File: src/rtl/cdma_seq_ctrl.sv
// cdma_seq_ctrl: frame sequencer that spreads one byte MSB-first over gold-code chips
module cdma_seq_ctrl #(
  parameter int CHIPS_PER_BIT = 31,
  parameter int PRESCALE = 4
) (
  input  logic       clk_i,
  input  logic       rst_i,
  input  logic       data_valid_i,
  output logic       data_ready_o,
  input  logic [7:0] data_i,
  input  logic [4:0] seed_i,
  input  logic       abort_i,
  output logic       load_o,
  output logic [4:0] seed_o,
  output logic       chip_en_o,
  output logic       signal_o,
  output logic [2:0] bit_idx_o,
  output logic       busy_o,
  output logic       frame_done_o
);
  localparam int PW = PRESCALE > 1 ? $clog2(PRESCALE) : 1;
  localparam int CW = CHIPS_PER_BIT > 1 ? $clog2(CHIPS_PER_BIT) : 1;
  typedef enum logic [1:0] {IDLE, LOAD, SEND, DONE} state_t;
  state_t state, state_nx;
  logic [PW-1:0] presc;
  logic [CW-1:0] chip_cnt;
  logic [7:0] data_q;
  logic [4:0] seed_q;
  logic [2:0] bit_idx;
  logic accept, chip_en, last_chip;
  assign accept = data_valid_i && state == IDLE;
  assign chip_en = state == SEND && presc == PW'(PRESCALE - 1);
  assign last_chip = chip_en && chip_cnt == CW'(CHIPS_PER_BIT - 1);
  // state register; reset dominates everything
  always_ff @(posedge clk_i) begin
    if (!rst_i) state <= IDLE;
    else state <= state_nx;
  end
  // next state; abort pulls any active frame back to IDLE
  always_comb begin
    state_nx = state;
    case (state)
      IDLE: state_nx = accept ? LOAD : IDLE;
      LOAD: state_nx = SEND;
      SEND: state_nx = (last_chip && bit_idx == 3'd0) ? DONE : SEND;
      default: state_nx = IDLE;
    endcase
    if (abort_i && state != IDLE) state_nx = IDLE;
  end
  // frame capture, chip prescaler and bit/chip counters
  always_ff @(posedge clk_i) begin
    if (!rst_i) begin
      data_q <= '0;
      seed_q <= '0;
      presc <= '0;
      chip_cnt <= '0;
      bit_idx <= '0;
    end else begin
      if (accept) begin
        data_q <= data_i;
        seed_q <= seed_i;
      end
      if (state == LOAD) begin
        presc <= '0;
        chip_cnt <= '0;
        bit_idx <= 3'd7;
      end else if (state == SEND) begin
        presc <= chip_en ? '0 : presc + 1'b1;
        if (chip_en) chip_cnt <= last_chip ? '0 : chip_cnt + 1'b1;
        if (last_chip && bit_idx != 3'd0) bit_idx <= bit_idx - 1'b1;
      end
    end
  end
  // Moore outputs decoded from state and counters
  always_comb begin
    data_ready_o = state == IDLE;
    load_o = state == LOAD;
    seed_o = seed_q;
    chip_en_o = chip_en;
    signal_o = state == SEND ? data_q[bit_idx] : 1'b0;
    bit_idx_o = bit_idx;
    busy_o = state != IDLE;
    frame_done_o = state == DONE;
  end
endmodule

File: config.mk
export PLATFORM = sky130hd
export DESIGN_NAME = cdma_seq_ctrl
export DESIGN_NICKNAME = d
export VERILOG_FILES = /design/src/rtl/cdma_seq_ctrl.sv
export SDC_FILE = /design/constraint.sdc
export NUM_CORES = 1
export LEC_CHECK = 0
export ABC_AREA = 1
export CORE_MARGIN = 10
export CORE_UTILIZATION = 43
export DETAILED_ROUTE_END_ITERATION = 10
export HOLD_SLACK_MARGIN = 0.12
export PLACE_DENSITY = 0.75
export REMOVE_ABC_BUFFERS = 1
export SYNTH_ARGS = -nofsm -noshare
export SYNTH_HDL_FRONTEND = slang
export SYNTH_SLANG_ARGS = --single-unit
File: constraint.sdc
create_clock -name clk_i -period 1.37 [get_ports clk_i]
set_input_delay 0.274 -clock clk_i [delete_from_list [all_inputs] [get_ports clk_i]]
set_output_delay 0.274 -clock clk_i [all_outputs]
set_load 0.02 [all_outputs]
### Word-level counts from Yosys, hierarchy flattened

Index checks and enable logic that the tools add are counted.

* flip-flop bits (word level): 25
* output and inout port bits: 14
* logic and storage cells: 43

* $add $sub $neg: 3
* magnitude comparators: 1
* multiplexer cells: 11
* bitwise operators: 1
* eq/ne operators: 5
* reductions and logical operators: 16

Operators with widths (number)
* 3-bit two-way mux: 3
* 2-bit == test, second input constant: 3
* 1-bit logical AND: 6
* 2-bit one-hot mux with 3 select lines: 1
* 2-bit nonzero test: 3
* 5-bit by 1-bit adder with 5-bit output, second input constant: 1
* 5-bit == test, second input constant: 1
* 5-bit two-way mux: 1
* 3-bit by 4-bit < comparator with 1-bit output, second input constant: 1
* 1-bit two-way mux: 4
* 2-bit AND reduction: 2
* 2-bit OR reduction: 2
* 1-bit binary-select mux with 3-bit select: 1
* 3-bit logical NOT: 1
* 3-bit nonzero test: 1
* 3-bit by 1-bit subtractor with 3-bit output, second input constant: 1
* 2-bit by 1-bit adder with 2-bit output, second input constant: 1
* 2-bit by 1-bit == test with 1-bit output, second input constant: 1
* 2-bit logical NOT: 1
* 2-bit two-way mux: 1
* 1-bit NOT: 1

### Logic depth before layout (Yosys ltp)

* depth after elaboration: 7
* mapped depth: 10
* gate-level depth less buffers: 10

### Worst setup path before layout

No wires, ideal clock.

* kind: register to output
* start point: reg bit_idx[0], in the netlist bit_idx_o[0]
* end point: out signal_o
* cell stages (with the launch flop): 6
* slack: -0.027 ns
* arrival: 1.123 ns
* cell sequence: dfxtp_1 > inv_1 > nor2_1 > o22ai_1 > nor2_1 > nor2_1

* longest elaborated chain between the ends: 3

Ends and longest elaborated chain
* start: declaration: line 29 `logic [2:0] bit_idx;`
* start signal: assignment: line 70 `if (last_chip && bit_idx != 3'd0) bit_idx <= bit_idx - 1'b1;`
* 1-bit binary-select mux with 3-bit select: line 80 `signal_o = state == SEND ? data_q[bit_idx] : 1'b0;`
* 1-bit two-way mux (implied by the code): line 80
* 1-bit two-way mux: line 80
* end: declaration: line 16 `output logic signal_o,`

No other way between the ends. The select of a mux whose other input is x is not followed.

### Worst setup path after layout

Same ends and word-level chain as after synthesis.

==> results by stage <==
Run status:
- The run finished, with violations left.
- The final reports fail on negative setup slack.

Routing:
- The detailed router used layers up to and including met4.
- In the routed layout, each cell is associated on average with a via count of between 5 and 6.
- The first detailed-routing pass took 4 iterations.
- The final routed wirelength across all metal layers is 3690 um.
- After the first detailed-routing iteration, the DRC count stood at 61.
- The post-detailed-route wirelength per cell is 15.06 um.
- The total length of routed met3 wires is around 180 um.
- In the routed design, unresolved DRC markers number 0.
- Detailed routing inserted a total of between 1,000 and 1,500 vias.
- In the detailed route, the total length drawn on met2 is around 2000 um.
- The number of routed nets with antenna violations is 0.
- The detailed router put a total of about 1500 um of wire on met1.

Place:
- After legalization and detailed placement, the total HPWL measured between 2000 and 2500 um.
- Input and output buffers added on the ports amount to 30.
- The weighted congestion at the end of routability-driven global placement is roughly 0.8.

Global routing:
- The number of antenna violations at the first check in global routing is 0.
- The global-route wire length before repair is 5520 um.
- Entering global routing, the biggest net connects 17 pins.
- The global-route usage over all layers is 12.64%.
- Summed over all layers, the global routing overflow is 0.
- The number of global-route vias before repair was 1,297.

STA:
- The worst clock skew on the final layout is 0.003992 ns.
- The max-slew violation count came to 0.
- The transition at the pin with the smallest max-transition slack is 0.2429 ns.
- Hold timing on the final database bottoms out at a slack of between 0.4 and 0.5 ns.
- The minimum clock period is roughly 1.6 ns.
- The number of failing hold endpoints at the final stage came to 0.
- The worst pin sits at a relative slew slack of 83.87%.
- The portion of the clock cycle consumed by the worst path in the final layout is 119.5%.
- For this run, the top clock speed supported by timing is 610.9 MHz.
- The worst-case setup margin in the final layout is -0.2670 ns.
- The final setup violation count is 9.
- Setup repair after global routing could not meet its margin everywhere.

Setup path:
- The end of the worst register-to-register path is bit_idx_o[0]$_SDFFE_PN0P_.
- By instance count, the cell type seen most on the critical path is nor2_1.
- STA puts the critical path data required time at roughly 1.1 ns.
- For this run, the slowest stage of the critical path takes 0.40 ns.
- The nature of the critical path startpoint is a flip-flop.
- Of all nets on the critical path, the largest fanout is 6.
- For the worst setup path, the data arrival time is 1.36 ns.
- The master of the slowest instance on the critical path is dfxtp_4.
- The worst setup path is of the reg2out kind.
- In this run the register-to-register setup slack is -0.14 ns.
- The number of cells on the worst reg-to-reg path is 11.
- The worst flop-to-flop path startpoint is state[0]$_SDFF_PP0_.
- The worst setup path is captured at an output pin.
- The signal on the critical path passes through nor2_1, nor2_1, o21ai_0, o211ai_1, nand2_1, nor2_1, buf_4.

Synth:
- After synthesis, the largest family of logic cells by area is simple AND/OR/NAND/NOR gates.
- Summing the areas of all fa, ha and maj instances in the mapped netlist gives 10.54% of the synthesized area.
- The part of the Yosys area used for sequential elements is 42.15%.
- In this run the biggest area consumer among cell types represents 42.15% of the synthesized area.
- After Yosys synthesis, and, or, nand and nor cells account for 25.08% of the synthesized area.
- The fraction of synthesized cell area in xor and xnor cells is 1.475%.
- The instance count of the mapped netlist is 155.
- After synthesis, the cell types taking the most area are dfxtp_1, nor2_1, ha_1, o21ai_0, nand2_1.
- The distinct cell type count of the synthesized netlist is 25.
- Summing every instance area after synthesis gives 1187 um2.
- Averaged over all synthesized cells, the footprint is around 7.7 um2.
- Measured against the total synthesized area, the mux share comes to 0%.
- For this run, the number of Yosys warnings is 0.
- Summed over all instances, the cell type with the most area after synthesis is dfxtp_1.
- In this run, synthesis produced a sequential element count of 25.
- The synthesized netlist devotes around 14% of its cell area to compound gates.

Finish:
- The commonest non-fill, non-tap cell in the layout is nor2_1.
- The net count of the finished layout is ~240.
- The area growth from synthesis to layout is 65.54%.
- The repair_antennas step left the layout with diodes totalling 0.
- The count of filler cells inserted in the layout is 180.
- In the layout the commonest cells are nor2_1, buf_4, o21ai_0.
- Cells with a size suffix above 1 make up 42.33% of the layout.

Die:
- The vertical die dimension is 72.55 um.
- The die is 72.55 um wide.
- The total area inside the core boundary comes to roughly 2500 um2.
- 31 I/O pins were placed.
- The starting density of the core is 46.66%.
- The floorplan has 18 rows.
- The die footprint is 5264 um2.

Power:
- The combinational power share is between 30% and 40%.
- The total power per unit cell area is about 900 nW/um2.
- In this run the static leakage power is 0.8832 nW.
- Of the total power, the share spent switching nets is 33.12%.
- After layout, the design draws a total of ~1.8 mW.
- VDD sags by at most 0.8111 mV.
- Per report_power, the clock group accounts for about a fifth of the total.
- Cell internal power was estimated by the tool at roughly 1.2 mW.
- Summed over all nets, the switching power comes to 0.5879 mW.
- Of the total power, registers draw a little under half.

Clock network:
- Counting every sink on the clock net gives 25.
- The tree is rooted in a clkbuf_4.
- In this run the number of H-tree levels came out at 1.
- In this run, CTS created clock tree buffers numbering 3.
- The clock insertion delay at the later pin of the skew report is around 0.33 ns.
- The number of buffers between clock root and the deepest sink is 2.
- The CTS tree is done.
- The clock-pin slew of the registers on the worst-case setup and hold paths is roughly 0.14 ns.
- Buffers inserted to repair hold after CTS numbered 0.

Worst hold path:
- Counting instances, the worst hold path has a depth of 2.
- The path class of the tightest hold or removal check is reg2reg.
- The end of the worst hold path is seed_o[0]$_SDFFE_PN0P_.
- The beginning of the worst hold path is seed_o[0]$_SDFFE_PN0P_.

Flow run:
- Max-cap violations in this run came to 0.
metal layers:
metal  global-route usage (%)  vias to the layer above
met3                    3.673                        7
met4                    3.797                        0
li1                         -                      619
met1                    12.93                      583
met2                    23.89                       25
met5                        0                        -
sequential cells by signal, summed over array words and instances (netlist names):
name and flops:
data_q 8, bit_idx_o 3, chip_cnt 5, seed_o 5, state 2, presc 2
what timing repair did:
item | 4_1_cts | 5_1_grt
setup buffers | 5 | 4
cloned | 0 | 1
endpoints found under the setup margin | 25 | 30
hold endpoints to repair | 0 | 0
resized for setup | 77 | 53
pin swaps | 6 | 14
synthesized netlist by cell type:
cell and number:
ha_1 10, nor3_1 1, o211ai_1 1, clkbuf_1 1, and2_1 1, xor2_1 2, o21ai_0 21, nand3_2 1
dfxtp_1 25, nor2_4 1, nand2_1 17, a21boi_0 1, nand4_1 1, a21oi_1 6, o22ai_1 1, and3_2 1
nand3_1 2, inv_1 14, buf_2 1, o31ai_1 1, a211oi_1 1, and3b_1 1, nor2_1 40, clkbuf_8 1
nand2_2 3
power groups by stage:
stage                     clock, mW  sequential, mW  combinational, mW
final                         0.347           0.830              0.599
after global routing          0.376           0.837              0.654
after CTS                     0.349           0.826              0.499
after detailed placement          0           0.839              0.463
after global placement            0           0.835              0.445
after floorplan                   0           0.859              0.199
per-stage QoR:
stage / cells / instance area [um2] / TNS (ns) / setup slack (ns) / utilization (%)
after floorplan: 152 / 1165 / -1.004 / -0.07157 / -
after global placement: 233 / 1660 / -1.527 / -0.3347 / 65.24
after detailed placement: 233 / 1660 / -2.698 / -0.3803 / 65.24
after CTS: 242 / 1789 / -0.6033 / -0.2455 / 70.30
after global routing: 245 / 1966 / -1.442 / -0.3838 / 77.24
final: 245 / 1966 / -0.8024 / -0.2670 / 77.24
logic make-up after synthesis:
group	count (synthesis)
xor gates and xnor gates	2
buffers and inverters	17
DFF	25
AOI/OAI and AO/OA	32
and+or+nand+nor	69
adders and majority gates	10
how the worst max path moves through the flow:
stage,startpoint,endpoint
after floorplan,state[0]$_SDFF_PP0_,data_q[0]$_SDFFE_PN0P_
after global placement,bit_idx_o[0]$_SDFFE_PN0P_,signal_o
after detailed placement,bit_idx_o[0]$_SDFFE_PN0P_,signal_o
after CTS,bit_idx_o[0]$_SDFFE_PN0P_,signal_o
after global routing,bit_idx_o[0]$_SDFFE_PN0P_,signal_o
final,bit_idx_o[0]$_SDFFE_PN0P_,signal_o
worst max-delay path, delay by kind of cell (launching register included):
family / cells / cell delay [ns]
AO/OA/AOI/OAI: 2 / 0.19
buffers and inverters: 1 / 0.15
AND/OR/NAND/NOR: 4 / 0.30
flip-flops: 1 / 0.40
layout make-up:
class | count | area [um2] | share of cell area (%)
flip-flops and latches | 25 | 518.0 | 26.35
repair buffers | 58 | 520.5 | 26.48
clock inverters | 1 | 5.005 | 0.2546
well taps | 30 | 37.54 | 1.910
clock buffers | 3 | 22.52 | 1.146
multi-input cells | 113 | 785.8 | 39.97
inverters | 14 | 68.82 | 3.501
repair inverters | 1 | 7.507 | 0.3819
(Power assumes the default switching activity.)
